**config.mk**
```make
export PLATFORM = sky130hd
export DESIGN_NAME = stopwatch_display
export DESIGN_NICKNAME = d
export VERILOG_FILES = /design/src/rtl/stopwatch_display.sv
export SDC_FILE = /design/constraint.sdc
export NUM_CORES = 1
export LEC_CHECK = 0
export ABC_AREA = 1
export CORE_ASPECT_RATIO = 2
export CORE_MARGIN = 10
export CORE_UTILIZATION = 40
export DETAILED_ROUTE_END_ITERATION = 10
export PLACE_DENSITY = 0.63
export SLEW_MARGIN = 10
export SYNTH_ARGS = -nofsm -noshare
export SYNTH_HDL_FRONTEND = slang
export SYNTH_SLANG_ARGS = --single-unit
```
**constraint.sdc**
```tcl
create_clock -name clk -period 3.65 [get_ports clk]
set_input_delay 0.365 -clock clk [delete_from_list [all_inputs] [get_ports clk]]
set_output_delay 0.365 -clock clk [all_outputs]
set_load 0.01 [all_outputs]
```
**src/rtl/stopwatch_display.sv**
```systemverilog
// stopwatch_display
// MM:SS stopwatch core with a 4-digit multiplexed seven-segment driver.
// The tick inputs are one-clock enables. sel, adj and pause are debounced levels.
// In adjust mode, the selected field blinks on the 2 Hz phase.
//
// Ports
//   clk        system clock, rising edge
//   rst        synchronous active-high reset
//   tick_1hz   count enable (RUN only)
//   tick_2hz   adjust increment / blink phase
//   tick_scan  digit scan advance
//   sel        adjust field: 0 = minutes, 1 = seconds
//   adj        adjust mode level
//   pause      pause level; each rising edge toggles the pause flag
//   seg        {g,f,e,d,c,b,a}, active-low, registered
//   an         digit enables, active-low one-hot, registered
//   minutes    current minutes count
//   seconds    current seconds count
//   paused     pause flag
//
// Mode decode (combinational, priority top-down)
//   mode    | meaning
//   ADJ_MIN | adj=1, sel=0: tick_2hz bumps minutes, no carry
//   ADJ_SEC | adj=1, sel=1: tick_2hz bumps seconds, no carry
//   HOLD    | adj=0, paused=1: counts frozen
//   RUN     | otherwise: tick_1hz advances MM:SS with carry
module stopwatch_display #(
  parameter int MAX_MIN  = 59,
  parameter int MAX_SEC  = 59,
  parameter int BLINK_EN = 1
) (
  input  logic       clk,
  input  logic       rst,
  input  logic       tick_1hz,
  input  logic       tick_2hz,
  input  logic       tick_scan,
  input  logic       sel,
  input  logic       adj,
  input  logic       pause,
  output logic [6:0] seg,
  output logic [3:0] an,
  output logic [5:0] minutes,
  output logic [5:0] seconds,
  output logic       paused
);

  localparam logic [5:0] MAX_MIN_V = 6'(MAX_MIN);
  localparam logic [5:0] MAX_SEC_V = 6'(MAX_SEC);

  typedef enum logic [1:0] {
    ADJ_MIN = 2'd0,
    ADJ_SEC = 2'd1,
    HOLD    = 2'd2,
    RUN     = 2'd3
  } mode_t;

  mode_t      mode;
  logic       pause_q;
  logic       blink_phase;
  logic [1:0] digit;

  logic [5:0] min_nxt;
  logic [5:0] sec_nxt;
  logic       paused_nxt;
  logic       blink_nxt;
  logic [1:0] digit_nxt;
  logic [5:0] min_inc;
  logic [5:0] sec_inc;

  logic [3:0] dig_bcd;
  logic       blank;
  logic [6:0] seg_nxt;
  logic [3:0] an_nxt;

  function automatic logic [6:0] seg_code(input logic [3:0] d);
    case (d)
      4'd0:    seg_code = 7'h40;
      4'd1:    seg_code = 7'h79;
      4'd2:    seg_code = 7'h24;
      4'd3:    seg_code = 7'h30;
      4'd4:    seg_code = 7'h19;
      4'd5:    seg_code = 7'h12;
      4'd6:    seg_code = 7'h02;
      4'd7:    seg_code = 7'h78;
      4'd8:    seg_code = 7'h00;
      4'd9:    seg_code = 7'h10;
      default: seg_code = 7'h7f;
    endcase
  endfunction

  // State register
  always_ff @(posedge clk) begin
    if (rst) begin
      minutes     <= 6'd0;
      seconds     <= 6'd0;
      paused      <= 1'b0;
      pause_q     <= 1'b0;
      blink_phase <= 1'b0;
      digit       <= 2'd0;
      an          <= 4'b1110;
      seg         <= 7'b1000000;
    end else begin
      minutes     <= min_nxt;
      seconds     <= sec_nxt;
      paused      <= paused_nxt;
      pause_q     <= pause;
      blink_phase <= blink_nxt;
      digit       <= digit_nxt;
      an          <= an_nxt;
      seg         <= seg_nxt;
    end
  end

  // Mode decode and next-state logic
  always_comb begin
    if (adj && !sel)      mode = ADJ_MIN;
    else if (adj && sel)  mode = ADJ_SEC;
    else if (paused)      mode = HOLD;
    else                  mode = RUN;

    min_inc = (minutes == MAX_MIN_V) ? 6'd0 : minutes + 6'd1;
    sec_inc = (seconds == MAX_SEC_V) ? 6'd0 : seconds + 6'd1;

    min_nxt = minutes;
    sec_nxt = seconds;
    case (mode)
      RUN: begin
        if (tick_1hz) begin
          sec_nxt = sec_inc;
          if (seconds == MAX_SEC_V) min_nxt = min_inc;
        end
      end
      ADJ_MIN: if (tick_2hz) min_nxt = min_inc;
      ADJ_SEC: if (tick_2hz) sec_nxt = sec_inc;
      default: ;
    endcase

    // The pause toggle is tracked even in adjust mode. It only matters once adj drops.
    paused_nxt = paused ^ (pause & ~pause_q);

    if (adj) blink_nxt = blink_phase ^ tick_2hz;
    else     blink_nxt = 1'b0;

    digit_nxt = tick_scan ? digit + 2'd1 : digit;
  end

  // Display output logic, sampled from the current digit and counts
  always_comb begin
    case (digit)
      2'd0:    dig_bcd = 4'(seconds % 6'd10);
      2'd1:    dig_bcd = 4'(seconds / 6'd10);
      2'd2:    dig_bcd = 4'(minutes % 6'd10);
      default: dig_bcd = 4'(minutes / 6'd10);
    endcase

    // digit[1] set means a minutes digit. Blank the digits of the field under adjustment.
    blank = (BLINK_EN != 0) && adj && blink_phase && (sel ? !digit[1] : digit[1]);

    seg_nxt = blank ? 7'b1111111 : seg_code(dig_bcd);
    an_nxt  = ~(4'b0001 << digit);
  end

endmodule

```
* Yosys cells after proc, flatten, opt, wreduce, memory -nomap -nowiden
Memories as Yosys holds them, arrays and structs flattened. Cells that the tools add are included.
Word-level totals: bits in registers 28, word-level logic and storage cells 63, bits of input ports 8, output and inout port bits 24, memory bits (read-only) 112, memories kept 1
Operators by class: mux-type cells 15, reductions and logical operators 14, bitwise logic cells 6, add/sub/neg operators 3, div/mod/pow operators 4, equal/unequal tests 10, shifts and indexed selects 1
Memory list:
- (name not given) | words 16, bits a word 7, read ports 1, clocked after Yosys merged registers in 0, wr ports 0, RTL line 76 | case (d)
Operators by type and width (count):
- $mux 6 | 8
- $pmux 6 s2 | 2
- $add 6x1->6 const B | 2
- $div 6x4->6 const B | 2
- $eq 6x6->1 const B | 2
- $mod 6x4->6 const B | 2
- $pmux 4 s3 | 1
- $ne 2x2->1 const B | 4
- $eq 2x1->1 const B | 2
- $eq 2x2->1 const B | 2
- $logic_and 1x1->1 | 4
- $logic_not 2->1 | 2
- $mux 2 | 2
- $not 4->4 | 1
- $reduce_and 4->1 | 1
- $reduce_bool 2->1 | 2
- $reduce_or 2->1 | 2
- $shl 1x2->4 const A | 1
- $reduce_and 3->1 | 1
- $add 2x1->2 const B | 1
- $logic_not 1->1 | 2
- $mux 1 | 2
- $not 1->1 | 2
- $xor 1x1->1 | 2
- $and 1x1->1 | 1

* Longest topological paths before layout
Gate-level depths: netlist of run 1.
word-level depth 6, depth in mapped cells 22, mapped depth without buffers 22

* Worst setup path after synthesis of run 1
Ideal clock, no wire load.
path type register to register, from register digit[1], to register seg[3], required time 3526 ps, clock period less this slack 2647 ps, buffers on the path 1, setup time 124 ps, cell stages (with the launch flop) 20, slack 1003 ps, arrival 2523 ps, cell sequence dfxtp_1 -> inv_1 -> ha_1 -> buf_2 -> nand2_1 -> o21ai_0 -> ha_1 -> nand2_1 -> a21boi_0 -> nor2b_1 -> a21oi_1 -> nand2_1 -> nand2_1 -> nand2_1 -> inv_1 -> ha_1 -> nor2_1 -> nor2_1 -> nor2_1 -> nor2_1
Between the ends: longest elaborated chain between the ends 4, elaborated cells on any way between the ends 9, those cells by class 2 x eq/ne; 3 x mux; 3 x reduce/logical; 1 x memory
Ends and longest elaborated chain:
- start: declaration | RTL line 60 | logic [1:0] digit;
- start signal: assignment | RTL line 108 | digit <= digit_nxt;
- $eq 2x2->1, or another cell as far along | RTL line 149 | case (digit)
- $pmux 4 s3 or $mux 1 (tied branches) | RTL line 149, 157
- $mem_v2 16x7 or $logic_and 1x1->1 (tied branches)
- $mux 6 * | RTL line 159 | seg_nxt = blank ? 7'b1111111 : seg_code(dig_bcd);
- end signal: assignment | RTL line 110 | seg <= seg_nxt;
- end: declaration | RTL line 40 | output logic [6:0] seg,
Mark *: on every way between the ends. The rest lies on a longest branch, timed or not. A chain may end at the register's enable or synchronous reset.

* Worst setup path in the final report of run 1
Ends and elaborated chain as after synthesis.

==> results of run 1 <==
-- kinds of logic after synthesis --
group                      share of synthesized area [%]
DFF                                                30.23
AOI/OAI and AO/OA                                  11.88
buffers and inverters                              10.19
adders and majority gates                          9.447
xor gates and xnor gates                           1.890
and+or+nand+nor                                    36.37
-- cell usage after synthesis, drive strengths merged --
master and instances:
nand4 1, a21boi 1, clkbuf 2, o211ai 2, o21bai 2, or2 3
dfxtp 28, nand3 27, nor4 2, a31oi 1, ha 14, nor2b 1
o21a 1, nor2 31, o21ai 14, xnor2 1, o211a 1, nor3 6
inv 44, nand2 75, nand3b 2, o22ai 1, buf 2, a21o 1
xor2 3, a21oi 15
-- layer usage --
layer / wire length, µm / vias to the layer above
li1: - / 955
met1: 1754 / 811
met2: 2686 / 31
met3: 126 / 10
met4: 172 / 0
met5: 0 / -
-- how the worst max path moves through the flow --
stage | end | depth (start not counted)
4_1_cts | seg[3] | 18
3_5_place_dp | seg[3] | 18
5_1_grt | seg[3] | 20
3_3_place_gp | seg[3] | 18
6_report | seg[3] | 18
2_1_floorplan | seg[3] | 19
-- worst reg2reg max path: cells and delay by family, from the launching register on --
kind / cells / cell delay [ns]
adder cells (fa/ha/maj): 3 / 1.01
buffers and inverters: 2 / 0.27
AO/OA/AOI/OAI: 3 / 0.47
flip-flops: 1 / 0.35
AND/OR/NAND/NOR: 10 / 0.93
-- registers in the layout, summed over array words and instances (netlist names) --
name / count
blink_phase: 1
digit: 2
seg: 7
pause_q: 1
minutes: 6
seconds: 6
paused: 1
an: 4
-- stage by stage --
| step | instances | util [%] | instance area, µm² | setup WS, ns |
|---|---|---|---|---|
| after floorplan | 281 | - | 1854 | 1.003 |
| after global placement | 363 | 48.52 | 2210 | 0.5708 |
| after detailed placement | 363 | 48.52 | 2210 | 0.5261 |
| after CTS | 367 | 50.08 | 2281 | 0.5036 |
| after global routing | 367 | 50.08 | 2281 | 0.1067 |
| final | 367 | 50.08 | 2281 | 0.5114 |
-- report_power, final --
group	internal [mW]	switching (mW)	total, mW
logic	0.0985	0.134	0.233
registers	0.329	0.0136	0.342
clock network	0.147	0.105	0.252
total	0.574	0.252	0.826
-- cell type report --
type	count	area, µm²
repair buffers	31	310.3
clock buffers	3	41.29
fillers	479	2273
well taps	55	68.82
multi-input cells	205	1105
clock inverters	1	30.03
inverters	44	165.2
flip-flops and latches	28	560.5
==> qor.yml, run 1 <==
first_global_vias: 1853
grt_antenna_before_repair: 0
diodes: 0
cts-root-buf: "clkbuf_8"
hold_path_class: "reg -> reg"
yosys.area.top_type_share_pct: 30.23
hpwl_um: 3909
final_common_cell: "nand2_1"
min_path_cells: 2
whs_ns: 0.5386
routed_wl_um: 4739
maxCapViolCount: 0
portBuffers: 31
met2_usage_pct: 24.59
ctsResizeCount: 0
drt-initial-drc-count: 39
syn_avg_cell_area_um2: 6.599
syn_area_mm2: 0.001854
cp_slowest_stage_delay_ns: 0.41
die_width_um: 68.15
cpMaxStageDelayCell: "ha_1"
worst-path-buf-inv: 2
yosysTopAreaCell: "dfxtp_1"
clk_pin_slew_ns: 0.10
grt_max_degree: 17
clock_latency_ns: 0.28
ys_types: 33
critPathCaptureType: "flop"
top_usage_layer: "met2"
regToRegStartpoint: "digit[1]"
io_pins: 32
ctsHoldBuffers: 0
setup_violations: 0
path_class: "reg -> reg"
slew_viol_final: 0
cts_sinks: 28
timing_hold_violations_final: 0
slew_headroom_pct: 66.62
ys_seq_elements: 28
grt_pass1_wl_um: 8155
crit_required_ns: 3.82
cp-startpoint: "digit[1]"
post-route-min-period_ns: 3.139
finClkSkew_ns: 0.004711
rsz0062_at_grt: "false"
p_leak_nw: 1.063
cp_max_fo: 11
dieArea_mm2: 0.007925
start_util_pct: 40.71
fin_nets: 335
crit_family: "adder cells"
netlist_instances: 281
worstMarginPinSlew_ns: 0.5007
grt_use_met1_pct: 12.35
tritoncts: "yes"
ff2ff_path_depth: 18
final_antenna_net_count: 0
coreArea_mm2: 0.004554
wl_per_cell_um: 12.91
syn_to_final_growth_pct: 23.01
postCtsSetupRepairBufs: 0
crit_path_frequent_cell: "nand2_1"
die_y_um: 116.3
power.total_uw: 826.5
gp_congestion: 0.8943
vias: 1807
drc: 0
ir_drop_mv: 0.3297
critPathLaunchType: "flop"
crit_arrival_ns: 3.31
r2r_end: "seg[3]"
cts_max_path_buffers: 2
htree_levels: 1
power_density_mw_per_mm2: 362.3
ys_seq_area_share_pct: 30.23
max_freq_ghz: 0.3186
yosys_warnings: 0
hold_start: "minutes[0]"
fin_setup_tns_ns: 0
outcome: "finished, final reports clean"
grt_usage_pct: 12.86
finalCritPeriodShare_pct: 85.99
layout-drive-gt1-share_pct: 6.731
synth_area_leaders: "dfxtp_1 (30%), nand2_1 (13%), ha_1 (9.4%), inv_1 (8.5%), nand3_1 (6.5%)"
dr.pass1.iters: 4
core.rowCount: 35
worstPathCellList: "inv_1 > ha_1 > nand2_1 > o21ai_0 > ha_1 > nand2_1 > a21boi_0 > nor2b_1 > a21oi_1 > nand2_1 > nand2_1 > nand2_1 > inv_1 > ha_1 > nor2_1 > nor2_1 > nor2_1 > nor2_1"
viasPerCell: 4.924
met3_usage_pct: 1.921
whs_endpoint: "minutes[0]"
regToRegSetupSlack_ns: 0.51
numCtsBuffers: 3
final_cell_mix: "nand2_1 (64), inv_1 (42), nor2_1 (31), clkdlybuf4s50_1 (31), dfxtp_1 (28)"
synth_fp_nets: 303
grt.overflow.total: 0
(Power assumes the default switching activity.)
==> run 2, diff against run 1 <==
CORE_UTILIZATION = 45   (was 40)
PLACE_DENSITY = 0.7   (was 0.63)
==> qor.yml, run 2 (synthesis gave the netlist of run 1 again) <==
portBuffers: 31
drt-initial-drc-count: 50
finalCritPeriodShare_pct: 87.57
tritoncts: "yes"
largest_reg_flops: 7
htree_levels: 1
setup_violations: 0
die_width_um: 65.39
worstMarginPinSlew_ns: 0.4760
outcome: "finished, final reports clean"
power.total_uw: 819.7
cpMaxStageDelayCell: "ha_1"
core.rowCount: 33
largest-register: "seg"
path_class: "reg -> reg"
worst-path-buf-inv: 2
final_common_cell: "nand2_1"
reg_top3: "seg: 7 flops, minutes: 6 flops, seconds: 6 flops"
grt.overflow.total: 0
hpwl_um: 3885
fillers: 434
dr.pass1.iters: 4
crit_arrival_ns: 3.36
ctsHoldBuffers: 0
finClkSkew_ns: 0.002511
worstPathCellList: "inv_1 > ha_1 > nand2_1 > o21ai_0 > ha_1 > nand2_1 > a21boi_0 > nor2b_1 > a21oi_1 > nand2_1 > nand2_1 > nand2_1 > inv_1 > ha_1 > nor2_1 > nor2_1 > nor2_1 > nor2_1"
routed_wl_um: 4745
timing_hold_violations_final: 0
p_leak_nw: 1.063
max_freq_ghz: 0.3129
maxCapViolCount: 0
grt_pass1_wl_um: 8052
final_cell_mix: "nand2_1 (64), inv_1 (42), nor2_1 (31), clkdlybuf4s50_1 (31), dfxtp_1 (28)"
start_util_pct: 45.83
postCtsSetupRepairBufs: 0
crit_path_frequent_cell: "nand2_1"
gp_congestion: 0.9080
vias: 1855
ir_drop_mv: 0.3224
clk_pin_slew_ns: 0.09
fin_setup_tns_ns: 0
ctsResizeCount: 0
crit_family: "simple AND/OR/NAND/NOR gates"
first_global_vias: 1873
critPathLaunchType: "flop"
final_antenna_net_count: 0
numCtsBuffers: 3
dieArea_mm2: 0.007244
grt_usage_pct: 13.40
syn_to_final_growth_pct: 22.81
crit_required_ns: 3.82
grt_antenna_before_repair: 0
post-route-min-period_ns: 3.196
layout-drive-gt1-share_pct: 6.731
finalCoreUtilization_pct: 56.28
slew_viol_final: 0
grt_max_degree: 17
coreArea_mm2: 0.004046
viasPerCell: 5.096
cts_sinks: 28
rsz0062_at_grt: "false"
drc: 0
wl_per_cell_um: 13.04
die_y_um: 110.8
cts-root-buf: "clkbuf_8"
critPathCaptureType: "flop"
power_density_mw_per_mm2: 360.0
io_pins: 32
fin_nets: 335
slew_headroom_pct: 68.27
cp_max_fo: 11
diodes: 0
cp_slowest_stage_delay_ns: 0.40
cts_max_path_buffers: 2
hold_path_class: "reg -> reg"
clock_latency_ns: 0.27
## run 2: cell counts in the layout (fill, tap and decap cells not counted)
No cell type changed its count.
## run 2: final timing paths
kind / start / endpoint / slack (ns) / cells past startpoint
hold / removal: minutes[0] / minutes[0] / 0.53 / 2
setup / recovery: digit[1] / seg[3] / 0.45 / 18
hold reg to reg: minutes[0] / minutes[0] / 0.53 / 2
setup reg to reg: digit[1] / seg[3] / 0.45 / 18
## run 2: per-stage QoR
step | setup WS [ns] | instances | hold slack (ns) | cell area, µm²
after floorplan | 1.003 | 281 | 0.4720 | 1854
after global placement | 0.5997 | 360 | 0.5079 | 2206
after detailed placement | 0.5401 | 360 | 0.5159 | 2206
after CTS | 0.4549 | 364 | 0.5339 | 2277
after global routing | 0.1624 | 364 | 0.5773 | 2277
final | 0.4537 | 364 | 0.5285 | 2277
## run 2: worst reg2reg max path, cell delays in order, from the launching register on
cell and delay [ns]:
dfxtp_1 0.35, inv_1 0.17, ha_1 0.40, nand2_1 0.12, o21ai_0 0.15, ha_1 0.29, nand2_1 0.06, a21boi_0 0.29
nor2b_1 0.19, a21oi_1 0.05, nand2_1 0.07, nand2_1 0.04, nand2_1 0.15, inv_1 0.11, ha_1 0.29, nor2_1 0.17
nor2_1 0.07, nor2_1 0.08, nor2_1 0.04
## run 2: cell type report
class,instances,area [µm²],share of cell area [%]
Clock buffer,3,41.29,1.813
Clock inverter,1,30.03,1.319
Inverter,44,165.2,7.253
Multi-Input combinational cell,205,1105,48.52
Sequential cell,28,560.5,24.62
Tap cell,52,65.06,2.857
Timing Repair Buffer,31,310.3,13.63
## run 2: where the power goes
group | total (mW) | internal (mW) | leakage, nW | switching, mW
combinational | 0.235 | 0.0982 | 0.798 | 0.137
sequential | 0.342 | 0.329 | 0.230 | 0.0138
clock | 0.242 | 0.147 | 0.0357 | 0.0951
## run 2: metal layers
layer,vias up,track usage [%],part of all wire [%]
met5,-,0,0
met4,0,5.747,3.0
met3,12,2.024,1.9
met2,25,27.11,59
met1,861,11.83,36
li1,957,-,-
==> run 3, diff against run 2 <==
GPL_ROUTABILITY_DRIVEN = 1   (was unset)
==> results of run 3 <==
No change in the layout: final DEF, timing and power equal those of run 2.
